<file path="src/rtl/bin_packer.sv">
// Sweeps the binary map in raster order and packs 8 pixels per byte, MSB first.
// Each byte takes 9 cycles (8 reads + 1 handshake). A stalled byte holds its data and the read address.
module bin_packer #(
   parameter int WIDTH  = 256,
   parameter int HEIGHT = 256,
   parameter int ADDR_W = 16
) (
   input  logic              bin_clk,
   input  logic              bin_rst,
   input  logic              start,
   output logic [ADDR_W-1:0] pixel_address,
   input  logic              bin_data,
   output logic [7:0]        byte_data,
   output logic              byte_valid,
   input  logic              byte_ready,
   output logic              busy,
   output logic              done,
   output logic [1:0]        condition_led
);

   localparam logic [ADDR_W-4:0] LAST_BYTE = (ADDR_W-3)'(WIDTH*HEIGHT/8 - 1);

   typedef enum logic [1:0] {
      IDLE = 2'd0,
      READ = 2'd1,
      SEND = 2'd2
   } state_t;

   state_t            state_q, state_d;
   logic [7:0]        shreg;
   logic [2:0]        bit_cnt;
   logic [ADDR_W-4:0] byte_cnt;
   logic              frame_complete;
   logic              accept;
   logic              last_accept;

   assign accept      = (state_q == SEND) && byte_valid && byte_ready;
   assign last_accept = accept && (byte_cnt == LAST_BYTE);

   always_ff @(posedge bin_clk or posedge bin_rst) begin
      if (bin_rst) begin
         state_q <= IDLE;
      end else begin
         state_q <= state_d;
      end
   end

   always_comb begin
      state_d = state_q;
      case (state_q)
         IDLE:    if (start) state_d = READ;
         READ:    if (bit_cnt == 3'd7) state_d = SEND;
         SEND:    if (accept) state_d = last_accept ? IDLE : READ;
         default: state_d = IDLE;
      endcase
   end

   always_ff @(posedge bin_clk or posedge bin_rst) begin
      if (bin_rst) begin
         pixel_address  <= '0;
         shreg          <= '0;
         bit_cnt        <= '0;
         byte_cnt       <= '0;
         byte_data      <= '0;
         byte_valid     <= 1'b0;
         done           <= 1'b0;
         frame_complete <= 1'b0;
      end else begin
         done <= 1'b0;
         case (state_q)
            IDLE: begin
               if (start) begin
                  pixel_address  <= '0;
                  bit_cnt        <= '0;
                  byte_cnt       <= '0;
                  frame_complete <= 1'b0;
               end
            end
            READ: begin
               shreg         <= {shreg[6:0], bin_data};
               pixel_address <= pixel_address + 1'b1;
               bit_cnt       <= bit_cnt + 3'd1;
               if (bit_cnt == 3'd7) begin
                  byte_data  <= {shreg[6:0], bin_data};
                  byte_valid <= 1'b1;
               end
            end
            SEND: begin
               // bit_cnt already wrapped to 0 on the eighth read
               if (accept) begin
                  byte_valid <= 1'b0;
                  byte_cnt   <= byte_cnt + 1'b1;
                  bit_cnt    <= '0;
                  if (last_accept) begin
                     done           <= 1'b1;
                     frame_complete <= 1'b1;
                  end
               end
            end
            default: ;
         endcase
      end
   end

   assign busy          = (state_q != IDLE);
   assign condition_led = {frame_complete, busy};

endmodule
</file>
<file path="config.mk">
export PLATFORM = sky130hd
export DESIGN_NAME = bin_packer
export DESIGN_NICKNAME = d
export VERILOG_FILES = /design/src/rtl/bin_packer.sv
export SDC_FILE = /design/constraint.sdc
export NUM_CORES = 1
export LEC_CHECK = 0
export CAP_MARGIN = 25
export CORE_MARGIN = 3
export CORE_UTILIZATION = 58
export CTS_CLUSTER_DIAMETER = 30
export DETAILED_ROUTE_END_ITERATION = 10
export HOLD_SLACK_MARGIN = 0.02
export PLACE_DENSITY = 0.86
export SKIP_LAST_GASP = 1
export SLEW_MARGIN = 20
export SYNTH_ARGS = -nofsm -noshare
export SYNTH_HDL_FRONTEND = slang
export SYNTH_SLANG_ARGS = --single-unit
export TNS_END_PERCENT = 20
</file>
<file path="constraint.sdc">
create_clock -name bin_clk -period 3.4 [get_ports bin_clk]
set_input_delay 0.34 -clock bin_clk [delete_from_list [all_inputs] [get_ports bin_clk]]
set_output_delay 0.34 -clock bin_clk [all_outputs]
set_load 0.005 [all_outputs]
</file>
After elaboration in Yosys (flattened, before gate mapping):

Index checks and enable logic that the tools add are counted.

* register bits: 52
* bits of input ports: 5
* output and inout port bits: 29
* logic and storage cells: 59

* $add $sub $neg: 3
* equal/unequal tests: 8
* multiplexer cells: 23
* reductions and logical operators: 16

Operators with widths (number)
* 16-bit case mux with 2 select lines: 1
* 13-bit 2-to-1 mux: 2
* 13-bit case mux with 2 select lines: 1
* 16-bit by 1-bit adder with 16-bit output (second input constant): 1
* 16-bit 2-to-1 mux: 1
* 13-bit by 1-bit adder with 13-bit output (second input constant): 1
* 13-bit == test (second input constant): 1
* 3-bit AND reduction: 4
* 1-bit 2-to-1 mux: 9
* 3-bit case mux with 3 select lines: 1
* 2-bit inequality test (second input constant): 4
* 2-bit nonzero test: 4
* 2-bit 2-to-1 mux: 3
* 3-bit 2-to-1 mux: 2
* 2-bit case mux with 3 select lines: 1
* 1-bit case mux with 2 select lines: 2
* 2-bit AND reduction: 2
* 4-bit AND reduction: 1
* 3-bit by 1-bit adder with 3-bit output (second input constant): 1
* 3-bit == test (second input constant): 1
* 1-bit logical AND: 3
* 3-bit nonzero test: 1
* 2-bit by 1-bit == test with 1-bit output (second input constant): 1
* 2-bit == test (second input constant): 1
* 2-bit logical NOT: 1

Longest topological paths before layout:

Gate-level depths: netlist of run 1.

* depth after elaboration: 7
* gate-level depth with buffers: 6
* depth with buffers taken out: 5

Worst setup path after synthesis of run 1:

OpenSTA, ideal clock, no wires.

* path kind: register to register
* from: register state_q[1]
* to: register byte_cnt[11]
* setup time: 78 ps
* arrival time: 1725 ps
* data required time: 3322 ps
* path slack: 1597 ps
* cell stages (with the launch flop): 6
* period minus slack after synthesis: 1803 ps
* cells stage by stage: dfrtp_1 buf_6 nand2b_4 a2111o_1 or4_1 a21oi_1

* word-level cells in the longest chain between the ends: 5
* elaborated cells between the ends (all ways): 9
* classes of those cells: 3 x eq/ne; 1 x mux; 5 x reduce/logical

Ends and longest elaborated chain
* from (decl): line 29 `state_t state_q, state_d;`
* from (signal assigned): line 44 `state_q <= state_d;`
* 2-bit == test: line 37, 70
* 1-bit logical AND (2 in a row): line 37 `assign accept = (state_q == SEND) && byte_valid && byte_ready;`
* 2-bit inequality test (no line)
* 3-bit AND reduction (no line)
* to (signal assigned): line 92 `byte_cnt <= byte_cnt + 1'b1;`
* to (decl): line 32 `logic [ADDR_W-4:0] byte_cnt;`

Parallel ways exist; a longest one is shown, timed or not.
A chain may end at the register's enable or synchronous reset.

Worst setup path after layout of run 1:

* from: register state_q[0]
* to: output busy

* word-level cells in the longest chain between the ends: 1

Ends and longest elaborated chain
* 2-bit nonzero test: line 105 `assign busy = (state_q != IDLE);`
* to (decl): line 16 `output logic busy,`

Every way passes these cells.

==> out/metrics.yaml, run 1 <==
status:
  status: "completed"
drt:
  met3_wirelength_um: 195
  drc: 0
  route.top_layer_used: "met4"
  ant_nets: 0
  wl_met2_mm: 2.285
  totalWireLength_mm: 4.851
  firstDrtPassIters: 4
  drt_iter0_drc: 143
  vias_per_cell: 5.830
  post_drt_wl_per_cell_um: 15.02
  m1WireLength_mm: 2.312
  num_vias: 1883
power:
  p_per_area_nw_per_um2: 718.7
  p_leak_nw: 1.269
  fin_total_pwr_mw: 2.136
  ir_drop_mv: 0.4623
floorplanning:
  start_util_pct: 60.78
  die_area_um2: 5070
  die_w_um: 71.21
  row_count: 23
  core_area_um2: 4058
  die_h_um: 71.21
  io_pins: 34
yosys:
  syn_inst: 240
  synth_flop_cell: "dfrtp_1"
  yosys_warnings: 0
  synth_top_area_share_pct: 52.77
  syn-num-nets: 249
  post-synth-top-area-cell: "dfrtp_1"
  async_flop_share_pct: 100.0
  synth_edf_count: 0
  synth_seq_cells: 52
  avgSynthCellArea_um2: 10.28
  synth_area_um2: 2466
  synth_area_leaders: "dfrtp_1 53%, nand2_1 6.1%, mux2_2 4.6%, a22o_1 2.8%, nand3_1 2.8%"
  ys_types: 45
  synth-seq-area-share_pct: 52.77
timing:
  min_period_ns: 2.265
  rsz0062_at_grt: "false"
  fin_skew_ns: 0.008089
  finalCritPeriodShare_pct: 66.62
  hold_viol: 0
  worst_slack_ns: 1.135
  max-slew-margin-rel_pct: 46.49
  tightest_slew_ns: 0.8010
  tns_ns: 0
  setup_violations: 0
  maxSlewViolCount: 0
  fmax_mhz: 441.5
placed_design:
  place_congestion: 0.7915
  io_buffers: 33
  hpwl_mm: 3.368
  place_ws_ns: 1.129
  placed_cell_area_um2: 2834
global_routing:
  grt.total_usage_pct: 21.60
  grt_pass1_vias: 1907
  grt_max_degree: 30
  grt-ovfl-total: 0
  grt_pass1_wl_mm: 8.804
  antenna_found_initial: 0
cts:
  cts_root_buffer: "clkbuf_8"
  numCtsBuffers: 5
  cts_resized: 0
  cts_hold_buf: 0
  clk_latency_ns: 0.31
  cts_tree: "done"
  post-cts-setup-buffers: 0
  clock-sinks: 52
  h-tree-depth: 2
  clkTransAtPathRegs_ns: 0.10
  clock_path_buffers: 2
finish:
  antenna_cells: 0
  area_growth_pct: 20.50
  regArea_um2: 1301
  fin_nets: 281
  layout-drive-gt1-share_pct: 8.791
  stdcell_area_um2: 2972
  multi_input_area_um2: 1082
  fillCellCount: 286
hold_path:
  hold_path.class: "input pin to async pin"
flow_run:
  maxCapViolations: 0
critical_path:
  crit_fanout: 23
  cp-start-kind: "register"
  path_class: "register to primary output"
  cp-end-kind: "primary output"
  worstPathArrival_ns: 1.93
  cp.required_ns: 3.06
==> critical path, stage by stage (launching register included) <==
cell and delay (ns):
dfrtp_1 0.81, nor2_1 0.18, inv_1 0.12, clkdlybuf4s50_1 0.51
==> placed cells by master (no fill, tap or decap), types with 4 or more instances in the layout <==
master and count:
o31ai_1 4, nand2_1 40, xnor2_1 4, a22o_1 8, inv_1 7, or3_1 4, or4_1 5, clkdlybuf4s50_1 33
clkbuf_8 5, mux2_2 10, ha_1 4, nand4_1 5, nor2_1 9, o21ai_0 12, a21oi_1 7, o211ai_1 4
nand3_1 14, dfrtp_1 52
==> cells by family (layout without fill, tap and decap cells) <==
family	after synthesis	in the layout	synth area share, %
compound gates	48	48	13.50
fa+ha+maj	4	4	2.030
flops	52	52	52.77
buf+inv	18	51	3.349
xor+xnor	5	5	1.776
mux	13	13	5.784
simple gates	100	100	20.80
==> cells in the mapped netlist (5+ instances only) <==
| cell | number |
|---|---|
| dfrtp_1 | 52 |
| nand2_1 | 40 |
| nand3_1 | 14 |
| o21ai_0 | 12 |
| mux2_2 | 10 |
| nor2_1 | 9 |
| a22o_1 | 8 |
| inv_1 | 8 |
| a21oi_1 | 7 |
| clkbuf_1 | 7 |
| nand4_1 | 5 |
| or4_1 | 5 |
==> worst paths after layout <==
path                              startpoint           endpoint  slack, ns  cells after the start
min in group bin_clk       pixel_address[15]  pixel_address[15]       0.48                      1
max reg2reg                       state_q[1]       byte_cnt[11]       1.16                      4
min                                  bin_rst       byte_data[7]       0.37                      2
min reg2reg                pixel_address[15]  pixel_address[15]       0.48                      1
max in group asynchronous            bin_rst   pixel_address[5]       2.49                      3
max                               state_q[0]               busy       1.13                      3
==> cell type report <==
cell class / count / area share (%)
flip-flops and latches: 52 / 43.79
multi-input cells: 170 / 36.42
repair buffers: 35 / 12.04
clock buffers: 5 / 2.316
clock inverters: 3 / 2.316
well taps: 50 / 2.105
inverters: 8 / 1.011
==> through the flow <==
step,hold WS (ns),std cells,util (%)
floorplan,0.4418,240,-
global placement,0.4610,314,69.35
detailed placement,0.4652,315,69.84
CTS,0.3869,323,73.23
global route,0.4225,323,73.23
finish,0.3723,323,73.23
==> sequential cells by signal, summed over array words and instances, names as in the netlist <==
name,cells
bit_cnt,3
byte_cnt,13
byte_data,8
byte_valid,1
done,1
frame_complete,1
pixel_address,16
shreg,7
state_q,2
==> where the power goes <==
group	total [mW]	switching (mW)	internal, mW	leakage (nW)
Clock	0.508	0.212	0.296	0.0687
Combinational	0.663	0.282	0.381	0.523
Sequential	0.965	0.177	0.788	0.678
Total	2.14	0.670	1.47	1.27
==> layer usage <==
layer  vias up  GRT usage, %
met3         7         4.545
met1       901         29.85
li1        924             -
met4         0         6.054
met2        51         34.59
met5         -             0
(Power assumes the default switching activity.)
==> run 2: changes to the inputs <==
--- a/config.mk
+++ b/config.mk
@@ -7,11 +7,11 @@
 export LEC_CHECK = 0
 export CAP_MARGIN = 25
 export CORE_MARGIN = 3
-export CORE_UTILIZATION = 58
+export CORE_UTILIZATION = 49
 export CTS_CLUSTER_DIAMETER = 30
 export DETAILED_ROUTE_END_ITERATION = 10
 export HOLD_SLACK_MARGIN = 0.02
-export PLACE_DENSITY = 0.86
+export PLACE_DENSITY = 0.77
 export SKIP_LAST_GASP = 1
 export SLEW_MARGIN = 20
 export SYNTH_ARGS = -nofsm -noshare
==> constraint.sdc (replaced) <==
create_clock -name bin_clk -period 2 [get_ports bin_clk]
set_input_delay 0.2 -clock bin_clk [delete_from_list [all_inputs] [get_ports bin_clk]]
set_output_delay 0.2 -clock bin_clk [all_outputs]
set_load 0.005 [all_outputs]
==> out/metrics.yaml, run 2 (synthesized netlist as in run 1, its figures left out) <==
status:
  status: "completed"
timing:
  tightest_slew_ns: 0.5200
  min_period_ns: 1.874
  hold_viol: 0
  fmax_mhz: 533.6
  rsz0062_at_grt: "false"
  maxSlewViolCount: 0
  finalCritPeriodShare_pct: 93.70
  worst_slack_ns: 0.1259
  setup_violations: 0
  fin_skew_ns: 0.005109
  max-slew-margin-rel_pct: 64.44
critical_path:
  r2r-start: "pixel_address[0]"
  rrSetupSlack_ns: 0.14
  cp_slowest_cell: "dfrtp_2"
  cp-start-kind: "register"
  path_cells: "buf_4, nor2_2, inv_1, clkdlybuf4s50_1"
  r2r_cells: 5
  worst-path-buf-inv: 3
  worstPathArrival_ns: 1.67
  critPathTopFamily: "buffers and inverters"
  crit_fanout: 13
  worstReg2RegEnd: "pixel_address[14]"
  max_stage_delay_ns: 0.49
  cp.required_ns: 1.80
  cp-end-kind: "primary output"
  path_class: "register to primary output"
power:
  p_per_area_nw_per_um2: 1121
  ir_drop_mv: 0.7489
  seqPwrFrac_pct: 47.1
  p_clk_share_pct: 16.8
  fin_total_pwr_mw: 3.389
  swShare_pct: 32.77
  p_sw_mw: 1.110
  combPwrFrac_pct: 36.2
  p_int_mw: 2.278
  p_leak_nw: 1.292
cts:
  clock-sinks: 52
  clock_path_buffers: 2
  clk_latency_ns: 0.30
  clkTransAtPathRegs_ns: 0.09
  cts_tree: "done"
  post-cts-setup-buffers: 0
  numCtsBuffers: 5
  cts_root_buffer: "clkbuf_8"
  h-tree-depth: 2
placed_design:
  place_congestion: 0.8069
  place_ws_ns: -0.005899
  placed_cell_area_um2: 2938
  dp_cells: 343
  io_buffers: 33
  hpwl_mm: 3.408
finish:
  layout-drive-gt1-share_pct: 12.72
  largest_reg_flops: 16
  top_regs: "pixel_address x16, byte_cnt x13, byte_data x8"
  antenna_cells: 0
  stdcell_area_um2: 3023
  regMostFlops: "pixel_address"
  area_growth_pct: 22.58
  finish.utilization_pct: 63.16
  fin_nets: 292
  final_cell_mix: "51 x dfrtp_1, 40 x nand2_1, 33 x clkdlybuf4s50_1, 14 x nand3_1"
  layout_commonest_cell: "dfrtp_1"
  instances_no_fill: 350
drt:
  post_drt_wl_per_cell_um: 13.61
  totalWireLength_mm: 4.765
  num_vias: 1917
  drt_iter0_drc: 102
  drc: 0
  firstDrtPassIters: 4
  ant_nets: 0
  vias_per_cell: 5.477
global_routing:
  grt_max_degree: 53
  grt_pass1_wl_mm: 8.349
  antenna_found_initial: 0
  grt-ovfl-total: 0
  grt.total_usage_pct: 17.05
  grt_pass1_vias: 1746
floorplanning:
  start_util_pct: 51.53
  core_area_um2: 4786
  die_w_um: 76.94
  io_pins: 34
  die_h_um: 76.94
  row_count: 25
  die_area_um2: 5920
hold_path:
  hold_path.class: "input pin to async pin"
flow_run:
  maxCapViolations: 0
## run 2: repair_timing
action / 4_1_cts / 5_1_grt
gates resized for setup: 1 / 1
hold buffers: 0 / 0
endpoints found under the setup margin: 1 / 2
## run 2: worst max path at each step
| stage | startpoint | to | cells past startpoint |
|---|---|---|---|
| after detailed placement | start | byte_cnt[9] | 5 |
| after global routing | state_q[0] | busy | 4 |
| final | state_q[0] | busy | 4 |
| after CTS | state_q[0] | busy | 4 |
| after floorplan | state_q[1] | byte_cnt[11] | 5 |
| after global placement | start | byte_cnt[11] | 5 |
## run 2: area by class of cell
type                    count  area [um^2]
fillers                   426         1763
flip-flops and latches     52         1303
multi-input cells         170         1085
repair buffers             46        440.4
well taps                  67        83.83
clock buffers               5        68.82
inverters                   8        30.03
clock inverters             2        12.51
## run 2: power by group through the flow
stage / clock (mW) / combinational, mW / sequential [mW]
after global placement: 0 / 1.21 / 1.61
after global routing: 0.624 / 1.37 / 1.64
after floorplan: 0 / 0.710 / 1.56
after detailed placement: 0 / 1.24 / 1.62
final: 0.568 / 1.23 / 1.60
after CTS: 0.583 / 1.24 / 1.60
## run 2: stage by stage
stage / setup TNS (ns) / hold WS, ns
floorplan: 0 / 0.3054
global placement: 0 / 0.4606
detailed placement: -0.005899 / 0.4690
CTS: 0 / 0.2620
global route: 0 / 0.2716
finish: 0 / 0.2505
## run 2: worst reg2reg max path, stage by stage, from the launching register on
cell     delay [ns]
dfrtp_1        0.42
ha_1           0.21
nand3_1        0.13
or4_1          0.47
or4_1          0.48
nand3_1        0.09
## run 2: per-layer routing
layer  global-route usage [%]  wire length (um)  vias to the layer above
met5                        0                 0                        -
met4                    3.261                23                        0
met3                    3.991               190                        4
met2                    26.13              2202                       35
met1                    24.85              2348                      925
li1                         -                 -                      953
